**config.mk**
```make
export PLATFORM = sky130hd
export DESIGN_NAME = parking_lot_controller_flat
export DESIGN_NICKNAME = d
export VERILOG_FILES = /design/src/rtl/parking_lot_if.sv /design/src/rtl/parking_lot_controller.sv /design/src/flat_wrapper.sv
export SDC_FILE = /design/constraint.sdc
export NUM_CORES = 1
export LEC_CHECK = 0
export CAP_MARGIN = 20
export CORE_UTILIZATION = 35
export CTS_CLUSTER_DIAMETER = 150
export CTS_CLUSTER_SIZE = 40
export DETAILED_ROUTE_END_ITERATION = 12
export SLEW_MARGIN = 20
export SYNTH_ARGS = -nofsm -noshare
export SYNTH_HDL_FRONTEND = slang
export SYNTH_SLANG_ARGS = --single-unit
```
**constraint.sdc**
```tcl
create_clock -name clk_i -period 2 [get_ports clk_i]
set_input_delay 0.3 -clock clk_i [delete_from_list [all_inputs] [get_ports clk_i]]
set_output_delay 0.3 -clock clk_i [all_outputs]
set_load 0.02 [all_outputs]
```
**src/rtl/parking_lot_if.sv**
```systemverilog
// Sensor inputs and occupancy/event outputs of the parking lot controller.
// The master drives the gate sensors; the slave is the controller.
interface parking_lot_if #(
   parameter int unsigned CAPACITY = 99
);
   localparam int unsigned COUNT_W = $clog2(CAPACITY + 1);

   logic               sensor_a_i;
   logic               sensor_b_i;
   logic [COUNT_W-1:0] occupancy_o;
   logic               full_o;
   logic               empty_o;
   logic               enter_o;
   logic               exit_o;
   logic               overflow_o;
   logic               underflow_o;
   logic               seq_err_o;

   modport master (
      output sensor_a_i, sensor_b_i,
      input  occupancy_o, full_o, empty_o, enter_o, exit_o,
             overflow_o, underflow_o, seq_err_o
   );

   modport slave (
      input  sensor_a_i, sensor_b_i,
      output occupancy_o, full_o, empty_o, enter_o, exit_o,
             overflow_o, underflow_o, seq_err_o
   );
endinterface

```
**src/rtl/parking_lot_controller.sv**
```systemverilog
// Decodes outer/inner beam order into entries and exits and keeps a
// saturating occupancy count with full/empty flags and event pulses.
module parking_lot_controller #(
   parameter int unsigned CAPACITY = 99
) (
   input logic          clk_i,
   input logic          rst_i,
   parking_lot_if.slave bus
);
   localparam int unsigned COUNT_W = $clog2(CAPACITY + 1);

   typedef enum logic [2:0] {
      IDLE, EN_A, EN_AB, EN_B, EX_B, EX_BA, EX_A
   } state_t;

   state_t             state_q, state_d;
   logic [COUNT_W-1:0] occ_q, occ_d;
   logic               enter_q, exit_q, over_q, under_q, err_q;
   logic               enter_d, exit_d, over_d, under_d, err_d;
   logic [1:0]         ab;

   assign ab = {bus.sensor_a_i, bus.sensor_b_i};

   // State, count and pulse registers
   always_ff @(posedge clk_i) begin
      if (rst_i) begin
         state_q <= IDLE;
         occ_q   <= '0;
         enter_q <= 1'b0;
         exit_q  <= 1'b0;
         over_q  <= 1'b0;
         under_q <= 1'b0;
         err_q   <= 1'b0;
      end else begin
         state_q <= state_d;
         occ_q   <= occ_d;
         enter_q <= enter_d;
         exit_q  <= exit_d;
         over_q  <= over_d;
         under_q <= under_d;
         err_q   <= err_d;
      end
   end

   always_comb begin
      state_d = state_q;
      occ_d   = occ_q;
      enter_d = 1'b0;
      exit_d  = 1'b0;
      over_d  = 1'b0;
      under_d = 1'b0;
      err_d   = 1'b0;
      unique case (state_q)
         IDLE: begin
            if (ab == 2'b10)      state_d = EN_A;
            else if (ab == 2'b01) state_d = EX_B;
         end
         EN_A: begin
            unique case (ab)
               2'b11:   state_d = EN_AB;
               2'b00:   state_d = IDLE;
               2'b01: begin state_d = IDLE; err_d = 1'b1; end
               default: state_d = EN_A;
            endcase
         end
         EN_AB: begin
            unique case (ab)
               2'b01:   state_d = EN_B;
               2'b10:   state_d = EN_A;
               2'b00: begin state_d = IDLE; err_d = 1'b1; end
               default: state_d = EN_AB;
            endcase
         end
         EN_B: begin
            unique case (ab)
               2'b11:   state_d = EN_AB;
               2'b10: begin state_d = IDLE; err_d = 1'b1; end
               2'b00: begin
                  state_d = IDLE;
                  // Saturate at CAPACITY: report overflow instead of counting
                  if (occ_q < COUNT_W'(CAPACITY)) begin
                     occ_d   = occ_q + COUNT_W'(1);
                     enter_d = 1'b1;
                  end else begin
                     over_d = 1'b1;
                  end
               end
               default: state_d = EN_B;
            endcase
         end
         EX_B: begin
            unique case (ab)
               2'b11:   state_d = EX_BA;
               2'b00:   state_d = IDLE;
               2'b10: begin state_d = IDLE; err_d = 1'b1; end
               default: state_d = EX_B;
            endcase
         end
         EX_BA: begin
            unique case (ab)
               2'b10:   state_d = EX_A;
               2'b01:   state_d = EX_B;
               2'b00: begin state_d = IDLE; err_d = 1'b1; end
               default: state_d = EX_BA;
            endcase
         end
         EX_A: begin
            unique case (ab)
               2'b11:   state_d = EX_BA;
               2'b01: begin state_d = IDLE; err_d = 1'b1; end
               2'b00: begin
                  state_d = IDLE;
                  if (occ_q != '0) begin
                     occ_d  = occ_q - COUNT_W'(1);
                     exit_d = 1'b1;
                  end else begin
                     under_d = 1'b1;
                  end
               end
               default: state_d = EX_A;
            endcase
         end
         default: state_d = IDLE;
      endcase
   end

   assign bus.occupancy_o = occ_q;
   assign bus.full_o      = (occ_q == COUNT_W'(CAPACITY));
   assign bus.empty_o     = (occ_q == '0);
   assign bus.enter_o     = enter_q;
   assign bus.exit_o      = exit_q;
   assign bus.overflow_o  = over_q;
   assign bus.underflow_o = under_q;
   assign bus.seq_err_o   = err_q;
endmodule
```
**src/flat_wrapper.sv**
```systemverilog
// flat-port wrapper written by rule: the top's interface ports become plain ports
module parking_lot_controller_flat 
#(
   parameter int unsigned CAPACITY = 99
)
  (clk_i, rst_i, bus_sensor_a_i, bus_sensor_b_i, bus_occupancy_o, bus_full_o, bus_empty_o, bus_enter_o, bus_exit_o, bus_overflow_o, bus_underflow_o, bus_seq_err_o);
  parking_lot_if #(.CAPACITY(CAPACITY)) bus_i ();
  input logic clk_i;
  input logic rst_i;
  input wire logic [$bits(bus_i.sensor_a_i)-1:0] bus_sensor_a_i;
  input wire logic [$bits(bus_i.sensor_b_i)-1:0] bus_sensor_b_i;
  output wire logic [$bits(bus_i.occupancy_o)-1:0] bus_occupancy_o;
  output wire logic [$bits(bus_i.full_o)-1:0] bus_full_o;
  output wire logic [$bits(bus_i.empty_o)-1:0] bus_empty_o;
  output wire logic [$bits(bus_i.enter_o)-1:0] bus_enter_o;
  output wire logic [$bits(bus_i.exit_o)-1:0] bus_exit_o;
  output wire logic [$bits(bus_i.overflow_o)-1:0] bus_overflow_o;
  output wire logic [$bits(bus_i.underflow_o)-1:0] bus_underflow_o;
  output wire logic [$bits(bus_i.seq_err_o)-1:0] bus_seq_err_o;
  assign bus_i.sensor_a_i = bus_sensor_a_i;
  assign bus_i.sensor_b_i = bus_sensor_b_i;
  assign bus_occupancy_o = bus_i.occupancy_o;
  assign bus_full_o = bus_i.full_o;
  assign bus_empty_o = bus_i.empty_o;
  assign bus_enter_o = bus_i.enter_o;
  assign bus_exit_o = bus_i.exit_o;
  assign bus_overflow_o = bus_i.overflow_o;
  assign bus_underflow_o = bus_i.underflow_o;
  assign bus_seq_err_o = bus_i.seq_err_o;
  parking_lot_controller #(.CAPACITY(CAPACITY)) u_core (.clk_i(clk_i), .rst_i(rst_i), .bus(bus_i));
endmodule
```
==> results.yml, run 1 <==
placement:
  place.gp.congestion: 0.8125
  hpwl_mm: 1.778
  post-place-ws_ns: -0.1661
  io_buffers: 17
critical_path:
  timing.critical_path.slowest_cell_delay_ns: 0.40
  cp.arrival_ns: 2.07
  cp-end-kind: "flip-flop"
  critical_path_class: "flip-flop to flip-flop"
  crit_chain: "nand3b_4, xnor2_1, ha_1, nor3_1, nand3_1, a22oi_1, mux2_1"
  critPathSlowestCell: "dfxtp_1"
  cp_max_fo: 9
  required_ns: 2.19
  ff2ff_setup_slack_ns: 0.12
  worst_setup_path_start_kind: "flip-flop"
logic_synthesis:
  yosysTopAreaCell: "dfxtp_1"
  syn_avg_cell_area_sq_um: 8.632
  ys_ff_latch: 15
  syn_area_sq_um: 1114
  synth_top_flop_cell: "dfxtp_1"
  ys.warnings.count: 0
  ys_seq_area_frac: 0.2697
  syn_nets: 140
  yosys.area.top_type_share: 0.2697
  synth.area.top_cells: "dfxtp_1 (27%), ha_1 (7.9%), nor2_1 (4.4%), nor2b_1 (3.9%), mux2i_1 (3.6%)"
  synth_cells: 129
  async_reset_ff_frac: 0
  yosysUniqueCellTypes: 42
  synth_edf_count: 0
outcome:
  status: "complete, no violations"
grt:
  antenna_found_initial: 0
  track_usage: 0.1572
  grt-ovfl-total: 0
  grt_pass1_vias: 961
  grt_max_degree: 18
  grt_pass1_wl_mm: 4.209
clock_network:
  cts_tree: "done"
  cts_buffers: 3
  cts.reportedPaths.clkPinSlew_ns: 0.10
  clk_path_buf_depth: 2
  post-cts-setup-buffers: 0
  cts.sinks: 15
  htree_levels: 1
  insertion_delay_ns: 0.29
  cts-root-buf: "clkbuf_4"
floorplan:
  die_area_sq_um: 3411
  pin_count: 18
  die_h_microns: 58.41
  core_area_sq_um: 3028
  fp-row-count: 20
  start_util: 0.3678
  fp.dieW_microns: 58.41
drt:
  post_drt_via_cell_ratio: 5.216
  drtIter0Drc: 31
  routed_wl_mm: 2.385
  wire_per_inst_microns: 11.98
  vias: 1038
  ant_nets: 0
  firstDrtPassIters: 4
  route.detailed.drc: 0
sta:
  hold_viol_final: 0
  report.final.slew_viol_count: 0
  holdWs_ns: 0.5781
  setup_viol: 0
  min_period_ns: 1.884
  setup_tns_ns: 0
  rsz0062_at_grt: "false"
  worstMarginPinSlew_ns: 0.4475
  fmax_mhz: 530.7
  slew_headroom: 0.7008
  finalWorstSetupSlack_ns: 0.1159
  finalClockSkew_ns: 0.007722
  min_period_over_period: 0.9421
cells_and_area:
  fin_util: 0.4702
  drive_above_1_share: 0.1935
  diodes: 0
  nNetsFinal: 167
  syn2layout_area_growth_pct: 27.87
worst_hold_path:
  holdCritPathClass: "flip-flop to flip-flop"
run:
  maxCapViolations: 0
power:
  max-vdd-ir-drop_v: 0.0001776
  power_density_nw_per_um2: 514.5
  leakage_uw: 0.0005809
worst paths after layout:
path,depth (start not counted),from,end
hold / removal,2,u_core.bus.occupancy_o[1],u_core.bus.occupancy_o[1]
hold reg to reg,2,u_core.bus.occupancy_o[1],u_core.bus.occupancy_o[1]
setup / recovery,7,u_core.state_q[1],u_core.bus.occupancy_o[6]
setup reg to reg,7,u_core.state_q[1],u_core.bus.occupancy_o[6]
worst max-delay path, delay by kind of cell (launching register included):
kind	cells	cell delay [ns]
flip-flops	1	0.40
adder cells (fa/ha/maj)	1	0.24
AND/OR/NAND/NOR	3	0.47
AO/OA/AOI/OAI	1	0.19
multiplexers	1	0.33
XOR/XNOR	1	0.16
stage by stage:
stage | instances | power [uW] | area (sq um)
floorplan | 129 | 506.1 | 1114
global placement | 195 | 550.9 | 1399
detailed placement | 195 | 555.2 | 1399
CTS | 199 | 735.6 | 1424
global route | 199 | 777.0 | 1424
finish | 199 | 732.6 | 1424
cells in the mapped netlist (2+ instances only):
master and count:
dfxtp_1 15, nor2_1 13, a21oi_1 7, ha_1 7, nor2b_1 7, buf_2 6, nand2_1 6, inv_1 5
a22oi_1 4, mux2i_1 4, nand4_1 4, a211oi_1 3, a31oi_1 3, and3_1 3, clkbuf_1 3, mux2_1 3
mux2_2 3, nand3_1 3, nor3_1 3, or4_1 3, a21o_1 2, o22ai_1 2
sequential cells by signal (all words and copies together), names as in the netlist:
register                cells
u_core.bus.seq_err_o        1
u_core.bus.underflow_o      1
u_core.bus.overflow_o       1
u_core.bus.enter_o          1
u_core.state_q              3
u_core.bus.exit_o           1
u_core.bus.occupancy_o      7
cell type report:
class | count | area, sq um
Clock buffer | 4 | 26.28
Sequential cell | 15 | 301.5
Multi-Input combinational cell | 99 | 742.0
Timing Repair Buffer | 32 | 280.3
Inverter | 5 | 18.77
Tap cell | 44 | 55.05
Fill cell | 294 | 1604
metal layers:
metal  GRT usage  vias to the layer above  part of all wire
li1            -                      520                 -
met1      0.2143                      493              0.51
met2      0.2479                       23              0.46
met3     0.02637                        2             0.024
met4     0.06122                        0            0.0046
met5           0                        -                 0
cell families after synthesis:
| kind of cell | count (synthesis) | share of synthesized area |
|---|---|---|
| fa+ha+maj | 7 | 0.07865 |
| compound gates | 27 | 0.1798 |
| mux | 10 | 0.09663 |
| flops | 15 | 0.2697 |
| simple gates | 53 | 0.2955 |
| buf+inv | 15 | 0.06405 |
| xor+xnor | 2 | 0.01573 |
cells in the final DEF (no fill, tap or decap), types with 2 or more instances in the layout:
| master | netlist | routed |
|---|---|---|
| clkbuf_4 | 0 | 3 |
| nor2b_1 | 7 | 7 |
| nor2_1 | 13 | 13 |
| a31oi_1 | 3 | 3 |
| or4_1 | 3 | 3 |
| dfxtp_1 | 15 | 14 |
| and3_1 | 3 | 3 |
| a21o_1 | 2 | 2 |
| clkdlybuf4s50_1 | 0 | 15 |
| a211oi_1 | 3 | 3 |
| nor3_1 | 3 | 3 |
| a21oi_1 | 7 | 7 |
| o22ai_1 | 2 | 2 |
| a22oi_1 | 4 | 4 |
| inv_1 | 5 | 5 |
| nand4_1 | 4 | 4 |
| mux2i_1 | 4 | 4 |
| ha_1 | 7 | 7 |
| nand2_1 | 6 | 6 |
| dlygate4sd2_1 | 0 | 2 |
| mux2_2 | 3 | 3 |
| nand3_1 | 3 | 3 |
| buf_4 | 0 | 15 |
| mux2_1 | 3 | 3 |
where the power goes:
group	switching, uW	internal (uW)
sequential	11.0	312
combinational	120	106
clock	107	77.5
total	237	495
what timing repair did:
action | in CTS | in global routing
hold endpoints to repair | 0 | 0
endpoints found under the setup margin | 2 | 0
hold buffers | 0 | 0
gates resized for setup | 3 | 0
No activity file was read; power rests on OpenSTA's default activity.
==> run 2, diff against run 1 <==
--- a/config.mk
+++ b/config.mk
@@ -14,3 +14,4 @@
 export SYNTH_ARGS = -nofsm -noshare
 export SYNTH_HDL_FRONTEND = slang
 export SYNTH_SLANG_ARGS = --single-unit
+export TNS_END_PERCENT = 5
==> results of run 2 <==
Final layout, timing and power as in run 1 (identical DEF).
